`config.mk`:
```
export PLATFORM = sky130hd
export DESIGN_NAME = clz_counter
export DESIGN_NICKNAME = d
export VERILOG_FILES = /design/src/rtl/clz_pkg.sv /design/src/rtl/clz_enc_node.sv /design/src/rtl/clz_counter.sv
export SDC_FILE = /design/constraint.sdc
export NUM_CORES = 1
export LEC_CHECK = 0
export ABC_AREA = 1
export BUFFER_PORTS_ARGS = -buffer_cell sky130_fd_sc_hd__buf_2
export CORE_ASPECT_RATIO = 1.2
export CORE_MARGIN = 2
export CORE_UTILIZATION = 44
export DETAILED_ROUTE_END_ITERATION = 10
export GPL_ROUTABILITY_DRIVEN = 1
export HOLD_SLACK_MARGIN = 0.08
export PLACE_DENSITY = 0.87
export SYNTH_ARGS = -nofsm -noshare
export SYNTH_HDL_FRONTEND = slang
export SYNTH_SLANG_ARGS = --single-unit
```
`constraint.sdc`:
```
create_clock -name clk -period 1.2 [get_ports clk]
set_input_delay 0.18 -clock clk [delete_from_list [all_inputs] [get_ports clk]]
set_output_delay 0.18 -clock clk [all_outputs]
set_load 0.02 [all_outputs]
```
`src/rtl/clz_pkg.sv`:
```
// rtl/clz_pkg.sv - shared constants and mode encoding for the leading-bit counter
package clz_pkg;

  localparam int CLZ_WIDTH  = 32;
  localparam int CLZ_CNT_W  = 6;
  localparam int CLZ_LEAF_W = 4;

  typedef enum logic {
    CLZ_MODE_ZERO = 1'b0,
    CLZ_MODE_ONE  = 1'b1
  } clz_mode_e;

endpackage

```
`src/rtl/clz_enc_node.sv`:
```
// rtl/clz_enc_node.sv - one node of the leading-zero encoder tree (4-bit leaf or merge of two halves)
module clz_enc_node
  import clz_pkg::*;
#(
  parameter bit LEAF   = 1'b1,
  parameter int CW_OUT = 2
) (
  input  logic [2*CW_OUT-1:0] pair_i,
  output logic                any_o,
  output logic [CW_OUT-1:0]   cnt_o
);

  // Leaf: pair_i is the raw nibble. Merge: pair_i = {hi_any, hi_cnt, lo_any, lo_cnt}.
  if (LEAF) begin : g_leaf
    assign any_o = |pair_i;
    assign cnt_o = {~(pair_i[3] | pair_i[2]), ~pair_i[3] & (pair_i[2] | ~pair_i[1])};
  end else begin : g_merge
    logic              hi_any;
    logic              lo_any;
    logic [CW_OUT-2:0] hi_cnt;
    logic [CW_OUT-2:0] lo_cnt;

    assign hi_any = pair_i[2*CW_OUT-1];
    assign hi_cnt = pair_i[2*CW_OUT-2 -: CW_OUT-1];
    assign lo_any = pair_i[CW_OUT-1];
    assign lo_cnt = pair_i[CW_OUT-2:0];

    assign any_o = hi_any | lo_any;
    assign cnt_o = hi_any ? {1'b0, hi_cnt} : {1'b1, lo_cnt};
  end

endmodule

```
`src/rtl/clz_counter.sv`:
```
// rtl/clz_counter.sv - registered CLZ/CLO unit built from a balanced encoder tree
module clz_counter
  import clz_pkg::*;
#(
  parameter int WIDTH = CLZ_WIDTH,
  parameter int CNT_W = $clog2(WIDTH) + 1
) (
  input  logic             clk,
  input  logic             rst_n,
  input  logic             in_valid,
  input  logic             clo,
  input  logic [WIDTH-1:0] data,
  output logic [CNT_W-1:0] num,
  output logic             all_zero,
  output logic             out_valid
);

  localparam int LOG2W  = $clog2(WIDTH);
  localparam int LEAF_D = LOG2W - $clog2(CLZ_LEAF_W);

  logic [WIDTH-1:0] x;
  logic             root_any;
  logic [LOG2W-1:0] root_cnt;
  logic [CNT_W-1:0] count;

  logic [CNT_W-1:0] num_q, num_d;
  logic             all_zero_q, all_zero_d;
  logic             valid_q, valid_d;

  assign x = (clz_mode_e'(clo) == CLZ_MODE_ONE) ? ~data : data;

  // Level d holds 2^d nodes; node j of level d combines nodes 2j (upper) and 2j+1 of level d+1.
  for (genvar d = 0; d <= LEAF_D; d++) begin : g_lvl
    localparam int NN = 1 << d;
    localparam int CW = LOG2W - d;

    logic [NN-1:0] any_v;
    logic [CW-1:0] cnt_v [NN];

    for (genvar j = 0; j < NN; j++) begin : g_node
      if (d == LEAF_D) begin : g_leaf
        clz_enc_node #(
          .LEAF   (1'b1),
          .CW_OUT (2)
        ) u_node (
          .pair_i (x[WIDTH-1-CLZ_LEAF_W*j -: CLZ_LEAF_W]),
          .any_o  (any_v[j]),
          .cnt_o  (cnt_v[j])
        );
      end else begin : g_merge
        clz_enc_node #(
          .LEAF   (1'b0),
          .CW_OUT (CW)
        ) u_node (
          .pair_i ({g_lvl[d+1].any_v[2*j],   g_lvl[d+1].cnt_v[2*j],
                    g_lvl[d+1].any_v[2*j+1], g_lvl[d+1].cnt_v[2*j+1]}),
          .any_o  (any_v[j]),
          .cnt_o  (cnt_v[j])
        );
      end
    end
  end

  assign root_any = g_lvl[0].any_v[0];
  assign root_cnt = g_lvl[0].cnt_v[0];
  assign count    = root_any ? CNT_W'(root_cnt) : CNT_W'(WIDTH);

  always_comb begin
    num_d      = num_q;
    all_zero_d = all_zero_q;
    valid_d    = in_valid;
    if (in_valid) begin
      num_d      = count;
      all_zero_d = ~root_any;
    end
  end

  always_ff @(posedge clk) begin
    if (!rst_n) begin
      num_q      <= '0;
      all_zero_q <= 1'b0;
      valid_q    <= 1'b0;
    end else begin
      num_q      <= num_d;
      all_zero_q <= all_zero_d;
      valid_q    <= valid_d;
    end
  end

  assign num       = num_q;
  assign all_zero  = all_zero_q;
  assign out_valid = valid_q;

endmodule

```
==> metrics.md, run 1 <==
| Metric | Value |
|---|---|
| Final core utilization | `72.3%` |
| Area after DPL | `0.00152 sq mm` |
| Placed wire-length estimate | `2240 um` |
| Max-slew headroom | `83.0%` |
| Deepest clock path buffer count | `2` |
| M1 WL | `1410 um` |
| RSZ-0062 raised after global routing | `true` |
| Worst-Margin Slew | `0.253 ns` |
| Inserted Clock Buffers | `3` |
| Mapped Avg Cell Area | `4.77 sq um` |
| Row cnt | `20` |
| Max stage delay on crit path | `0.14 ns` |
| Fillers | `207` |
| Total wire length | `3490 um` |
| Worst Reg-to-Reg Cells | `2` |
| Met3 Routed Length | `209 um` |
| Tmin final | `1.20 ns` |
| Worst setup endpoint | `num[1]` |
| Met2 WL | `1850 um` |
| Vias in the first global route | `1251` |
| Die footprint | `0.00311 sq mm` |
| Ratio of cells with drive above 1 in the final layout | `39.4%` |
| Final hold violations | `0` |
| Final net count | `344` |
| Period utilization | `100%` |
| Critical Path RT | `1.35 ns` |
| Crit path capture type | `flop` |
| MaxCap Viol Count | `0` |
| H-tree Lvls | `1` |
| Commonest cells after routing, fill and taps aside | `84 x nand2_1, 42 x buf_2, 39 x inv_1` |
| Sink Count | `7` |
| Area leader, netlist | `nand2_1` |
| Tot Pwr | `1.02 mW` |
| Die width | `51.2 um` |
| Clock latency on the worst-skew pair | `0.26 ns` |
| PD cells | `554 mW/mm^2` |
| Max Slew Vio Count | `0` |
| Hold Crit Class | `in2reg` |
| Outcome | `finished, violations left` |
| Antenna-violating nets left | `0` |
| Most common cell after layout, fill and taps aside | `nand2_1` |
| First-pass GRT wire length | `4650 um` |
| Failing checks | `negative setup slack` |
| CP max-delay cell | `nor2_4` |
| GP Congestion | `0.897` |
| Kind of critical path | `in2reg` |
| Reg2reg setup slack | `0.54 ns` |
| Final setup violating endpoints | `2` |
| CP cell instances | `buf_12, clkinv_8, buf_12, nand2_4, nand2_2, nand2_4, nor2_4, nand2_4, inv_4, nand2_2, nand3_2, nand2_1, nor2_1, nor2_1` |
| CTS tree | `done` |
| RR Endpoint | `num[1]` |
| Largest net degree at the start of global routing | `18` |
| Post-Synthesis Net Count | `283` |
| Worst Setup SP | `clo` |
| Worst vdd ir | `0.426 mV` |
| Placeable Area | `0.00255 sq mm` |
| Vias | `1678` |
| FF+latch count, synth | `7` |
| Top-area cell type share of the netlist area | `35.7%` |
| GRT Residual Overflow | `0` |
| Area Growth Syn to Fin | `56.6%` |
| Clk slew on worst S/H paths | `0.06 ns` |
| Skew final | `0 ns` |
| P_leak | `1.13 nW` |
| First-pass iteration count of the detailed router | `4` |
| # DRC | `0` |
| Post-synthesis sequential area ratio | `11.9%` |
| Number of distinct library cells after synthesis | `22` |
| Vias per cell | `4.94` |
| FMAX | `0.831 GHz` |
| Top layer in use | `met4` |
| Die Height | `60.7 um` |
| Crit path max fanout | `8` |
| Ant diodes | `0` |
| Yosys warning total | `0` |
| Setup WS post-layout | `-0.00391 ns` |
| CP most frequent cell | `nand2_4` |
| Initial Utilization | `46.2%` |
| DR iter-0 viols | `40` |
| Initial antenna violation count | `0` |
| Gate Count Post-Synth | `247` |
| Dominant cells by area after synthesis | `nand2_1 36%, inv_1 13%, dfxtp_1 12%` |
| CTS Hold Bufs | `0` |
| Syn Std Cell Area | `0.00118 sq mm` |
| Crit path arrival time | `1.35 ns` |
| Tot GR Track Use | `18.9%` |
| Port Buffers | `43` |
| Final non-filler cell area | `0.00185 sq mm` |
| Critical Path Start Type | `input port` |
| I/O pins | `44` |
| CTS Root Cell | `clkbuf_4` |
| Hold_sp | `rst_n` |
| Wire per inst | `10.3 um` |
| Worst r2r src | `num[1]` |
-- kinds of logic (layout without fill, tap and decap cells) --
kind of cell | after synthesis | after routing | share of synthesized area (%)
xor+xnor | 1 | 1 | 0.743
buf+inv | 50 | 110 | 19.5
flops | 7 | 7 | 11.9
simple gates | 170 | 170 | 59.1
compound gates | 19 | 19 | 8.71
-- worst max-delay path: cells and delay by family --
| family | cells | cell delay [ns] |
|---|---|---|
| buffers and inverters | 4 | 0.41 |
| and+or+nand+nor | 10 | 0.75 |
-- layout make-up --
| class | instances | area, sq um | share of cell area [%] |
|---|---|---|---|
| timing repair buffer | 63 | 468 | 25.4 |
| inverter | 43 | 176 | 9.56 |
| clock buffer | 4 | 26.3 | 1.42 |
| sequential | 7 | 140 | 7.59 |
| multi-input combinational | 190 | 993 | 53.8 |
| tap | 33 | 41.3 | 2.24 |
-- what timing repair did --
action	4_1_cts	5_1_grt
pin swaps	15	28
setup endpoints to repair	3	4
cloned	1	1
gates resized for setup	23	50
buffers inserted	1	1
-- synth_stat cells, drive strengths merged --
| cell type | n |
|---|---|
| inv | 43 |
| o21ai | 11 |
| xnor2 | 1 |
| buf | 7 |
| a21oi | 5 |
| nor2 | 32 |
| nand3 | 21 |
| nand2 | 114 |
| a211oi | 1 |
| nor3 | 2 |
| o21bai | 1 |
| dfxtp | 7 |
| and2 | 1 |
| o211ai | 1 |
-- per-layer routing --
| layer | up-vias | track usage [%] |
|---|---|---|
| met5 | - | 0 |
| met2 | 63 | 35.8 |
| met4 | 0 | 4.51 |
| li1 | 863 | - |
| met3 | 4 | 2.96 |
| met1 | 748 | 22.3 |
-- stage by stage --
step	hold WS [ns]	setup slack (ns)	instances	TNS (ns)
6_report	0.225	-0.00391	340	-0.00558
5_1_grt	0.243	-0.0785	340	-0.209
4_1_cts	0.230	0.0259	338	0
3_5_place_dp	0.466	-0.301	332	-1.52
3_3_place_gp	0.458	-0.272	332	-1.39
2_1_floorplan	0.322	0.000473	247	0
-- registers in the layout, summed over array words and instances (netlist names) --
register / cells
num: 6
out_valid: 1
-- worst min-delay path by stage --
stage | end | slack (ns) | cells after the start
5_1_grt | num[3] | 0.24 | 3
6_report | num[0] | 0.22 | 3
3_5_place_dp | num[3] | 0.47 | 2
3_3_place_gp | num[3] | 0.46 | 2
4_1_cts | num[2] | 0.23 | 3
2_1_floorplan | num[2] | 0.32 | 2
-- power by group --
group	internal, mW	switching, mW
Clock	0.127	0.0954
Sequential	0.240	0.00283
Combinational	0.248	0.308
Note: power is estimated with default switching activity, not from simulation.
==> run 2: changes to the inputs <==
- SETUP_SLACK_MARGIN: unset -> 0.02
==> run 2 against run 1 <==
  * Via count decreased by 1.4%
  * Utilization decreased by 3.2 points
  * Flip-flop and latch count is the same
  * Wire length fell by 5.1%
  * Highest routed layer unchanged
  * Maximum frequency rose by 1.6%
  * The run now ends clean
  * Critical path depth down 1
==> metrics.md, run 2 (synthesis gave the netlist of run 1 again) <==
| Metric | Value |
|---|---|
| Outcome | `completed (was finished, violations left)` |
| P_leak | `1.05 nW (was 1.13 nW)` |
| Crit path max fanout | `7 (was 8)` |
| Max Slew Vio Count | `0 (unchanged)` |
| Inserted Clock Buffers | `3 (unchanged)` |
| Placed wire-length estimate | `2210 um (was 2240 um)` |
| Fin Hold WS | `0.235 ns (was 0.225 ns)` |
| Skew final | `0 ns (unchanged)` |
| Internal Power | `588 uW (was 616 uW)` |
| Ratio of cells with drive above 1 in the final layout | `37.9% (was 39.4%)` |
| Final non-filler cell area | `0.00176 sq mm (was 0.00185 sq mm)` |
| Period utilization | `98.7% (was 100%)` |
| Clock group share of total power | `21.8% (about the same)` |
| # DRC | `0 (unchanged)` |
| Port Buffers | `43 (unchanged)` |
| Max-slew headroom | `79.1% (was 83.0%)` |
| Deepest clock path buffer count | `2 (unchanged)` |
| Hold Crit Class | `in2reg (unchanged)` |
| Crit path arrival time | `1.32 ns (was 1.35 ns)` |
| I/O pins | `44 (unchanged)` |
| Setup WS post-layout | `0.0150 ns (was -0.00391 ns)` |
| Initial Utilization | `46.2% (unchanged)` |
| Die Height | `60.7 um (unchanged)` |
| GP Congestion | `0.856 (was 0.897)` |
| Vias | `1655 (was 1678)` |
| Clock latency on the worst-skew pair | `0.25 ns (was 0.26 ns)` |
| Worst-Margin Slew | `0.311 ns (was 0.253 ns)` |
| Final core utilization | `69.1% (was 72.3%)` |
| Switching power | `385 uW (was 406 uW)` |
| CP bufs+invs | `3 (was 4)` |
| Most common cell after layout, fill and taps aside | `nand2_1 (unchanged)` |
| Ant diodes | `0 (unchanged)` |
| Switching share of power | `39.6% (was 39.7%)` |
| Critical Path RT | `1.34 ns (was 1.35 ns)` |
| Max stage delay on crit path | `0.13 ns (was 0.14 ns)` |
| GRT Residual Overflow | `0 (unchanged)` |
| Tot GR Track Use | `20.9% (was 18.9%)` |
| CP cell instances | `buf_12, buf_8, nand2_1, nand2_1, nand2_1, inv_1, nand2_1, nor2_4, nand2_1, nand2_1, nor2_4, nor2_2, nor2_1 (was buf_12, clkinv_8, buf_12, nand2_4, nand2_2, nand2_4, nor2_4, nand2_4, inv_4, nand2_2, nand3_2, nand2_1, nor2_1, nor2_1)` |
| PD cells | `551 mW/mm^2 (was 554 mW/mm^2)` |
| FMAX | `0.844 GHz (was 0.831 GHz)` |
| First-pass GRT wire length | `5160 um (was 4650 um)` |
| Worst path top cell family by delay | `simple AND/OR/NAND/NOR gates (unchanged)` |
| Crit path capture type | `flop (unchanged)` |
| Kind of critical path | `in2reg (unchanged)` |
| CTS Hold Bufs | `0 (unchanged)` |
| CTS tree | `done (unchanged)` |
| Tmin final | `1.18 ns (was 1.20 ns)` |
| Sequential share of power | `25.0% (was 23.8%)` |
| Final setup violating endpoints | `0 (was 2)` |
| Area Growth Syn to Fin | `49.7% (was 56.6%)` |
| CP max-delay cell | `buf_12 (was nor2_4)` |
| Final net count | `343 (was 344)` |
| Comb power frac | `53.2% (was 54.4%)` |
| Die footprint | `0.00311 sq mm (unchanged)` |
| Placeable Area | `0.00255 sq mm (unchanged)` |
| MaxCap Viol Count | `0 (unchanged)` |
| Max reg flops | `6 (unchanged)` |
| Area after DPL | `0.00148 sq mm (was 0.00152 sq mm)` |
| First-pass iteration count of the detailed router | `4 (unchanged)` |
| Vias per cell | `4.88 (was 4.94)` |
| CTS Root Cell | `clkbuf_4 (unchanged)` |
| H-tree Lvls | `1 (unchanged)` |
| Clk slew on worst S/H paths | `0.05 ns (was 0.06 ns)` |
| CP most frequent cell | `nand2_1 (was nand2_4)` |
| Wire per inst | `9.78 um (was 10.3 um)` |
| DR iter-0 viols | `34 (was 40)` |
| Sink Count | `7 (unchanged)` |
| Largest net degree at the start of global routing | `31 (was 18)` |
| Total wire length | `3310 um (was 3490 um)` |
| Critical Path Start Type | `input port (unchanged)` |
| Antenna-violating nets left | `0 (unchanged)` |
| Vias in the first global route | `1357 (was 1251)` |
| Initial antenna violation count | `0 (unchanged)` |
| Row cnt | `20 (unchanged)` |
| DP Worst Slack | `-0.352 ns (was -0.301 ns)` |
| Final hold violations | `0 (unchanged)` |
| RSZ-0062 raised after global routing | `true (unchanged)` |
| Worst vdd ir | `0.384 mV (was 0.426 mV)` |
| Die width | `51.2 um (unchanged)` |
| Commonest cells after routing, fill and taps aside | `95 x nand2_1, 42 x buf_2, 40 x inv_1 (was 84 x nand2_1, 42 x buf_2, 39 x inv_1)` |
[run 2: changes by cell type in the layout (fill, tap and decap cells not counted), sizes merged]
cell    before  now
clkinv       1    0
inv         42   43
clkbuf       5    4
[run 2: timing repair]
action                                  4_1_cts  5_1_grt
endpoints found under the hold margin         0        0
gates cloned                                  2        0
endpoints found under the setup margin        5        6
pin swaps                                    18       23
buffers inserted                              1        2
gates resized for setup                      18       49
[run 2: worst paths after layout]
path	startpoint	slack, ns	cells past startpoint	endpoint
setup / recovery	clo	0.02	13	num[1]
hold / removal	rst_n	0.23	3	num[1]
setup reg to reg	num[0]	0.55	2	num[0]
hold reg to reg	num[4]	0.48	2	num[4]
[run 2: layout make-up]
type,instances,area [sq um]
Tap cell,33,41.3
Timing Repair Buffer,62,412
Clock buffer,4,26.3
Inverter,43,178
Sequential cell,7,140
Fill cell,217,788
Multi-Input combinational cell,190,967
[run 2: worst reg2reg max path: stages, from the launching register on]
cell and delay [ns]:
dfxtp_1 0.30, o21ai_0 0.17, nor2_1 0.06
[run 2: metal layers]
metal / global-route usage, % / share of wire (%)
met1: 24.8 / 42
met2: 40.1 / 53
met3: 0.985 / 3.4
met4: 7.52 / 1.1
met5: 0 / 0
[run 2: power by group through the flow]
stage	Clock [mW]	Combinational, mW	Sequential [mW]
5_1_grt	0.230	0.577	0.243
4_1_cts	0.214	0.434	0.243
3_3_place_gp	0	0.389	0.247
6_report	0.212	0.517	0.243
2_1_floorplan	0	0.248	0.257
3_5_place_dp	0	0.396	0.248
[run 2: stage by stage]
step / TNS, ns / instances / power (mW)
4_1_cts: 0 / 337 / 0.891
3_3_place_gp: -1.51 / 330 / 0.636
5_1_grt: -0.296 / 339 / 1.05
6_report: 0 / 339 / 0.972
2_1_floorplan: 0 / 247 / 0.505
3_5_place_dp: -1.72 / 330 / 0.644
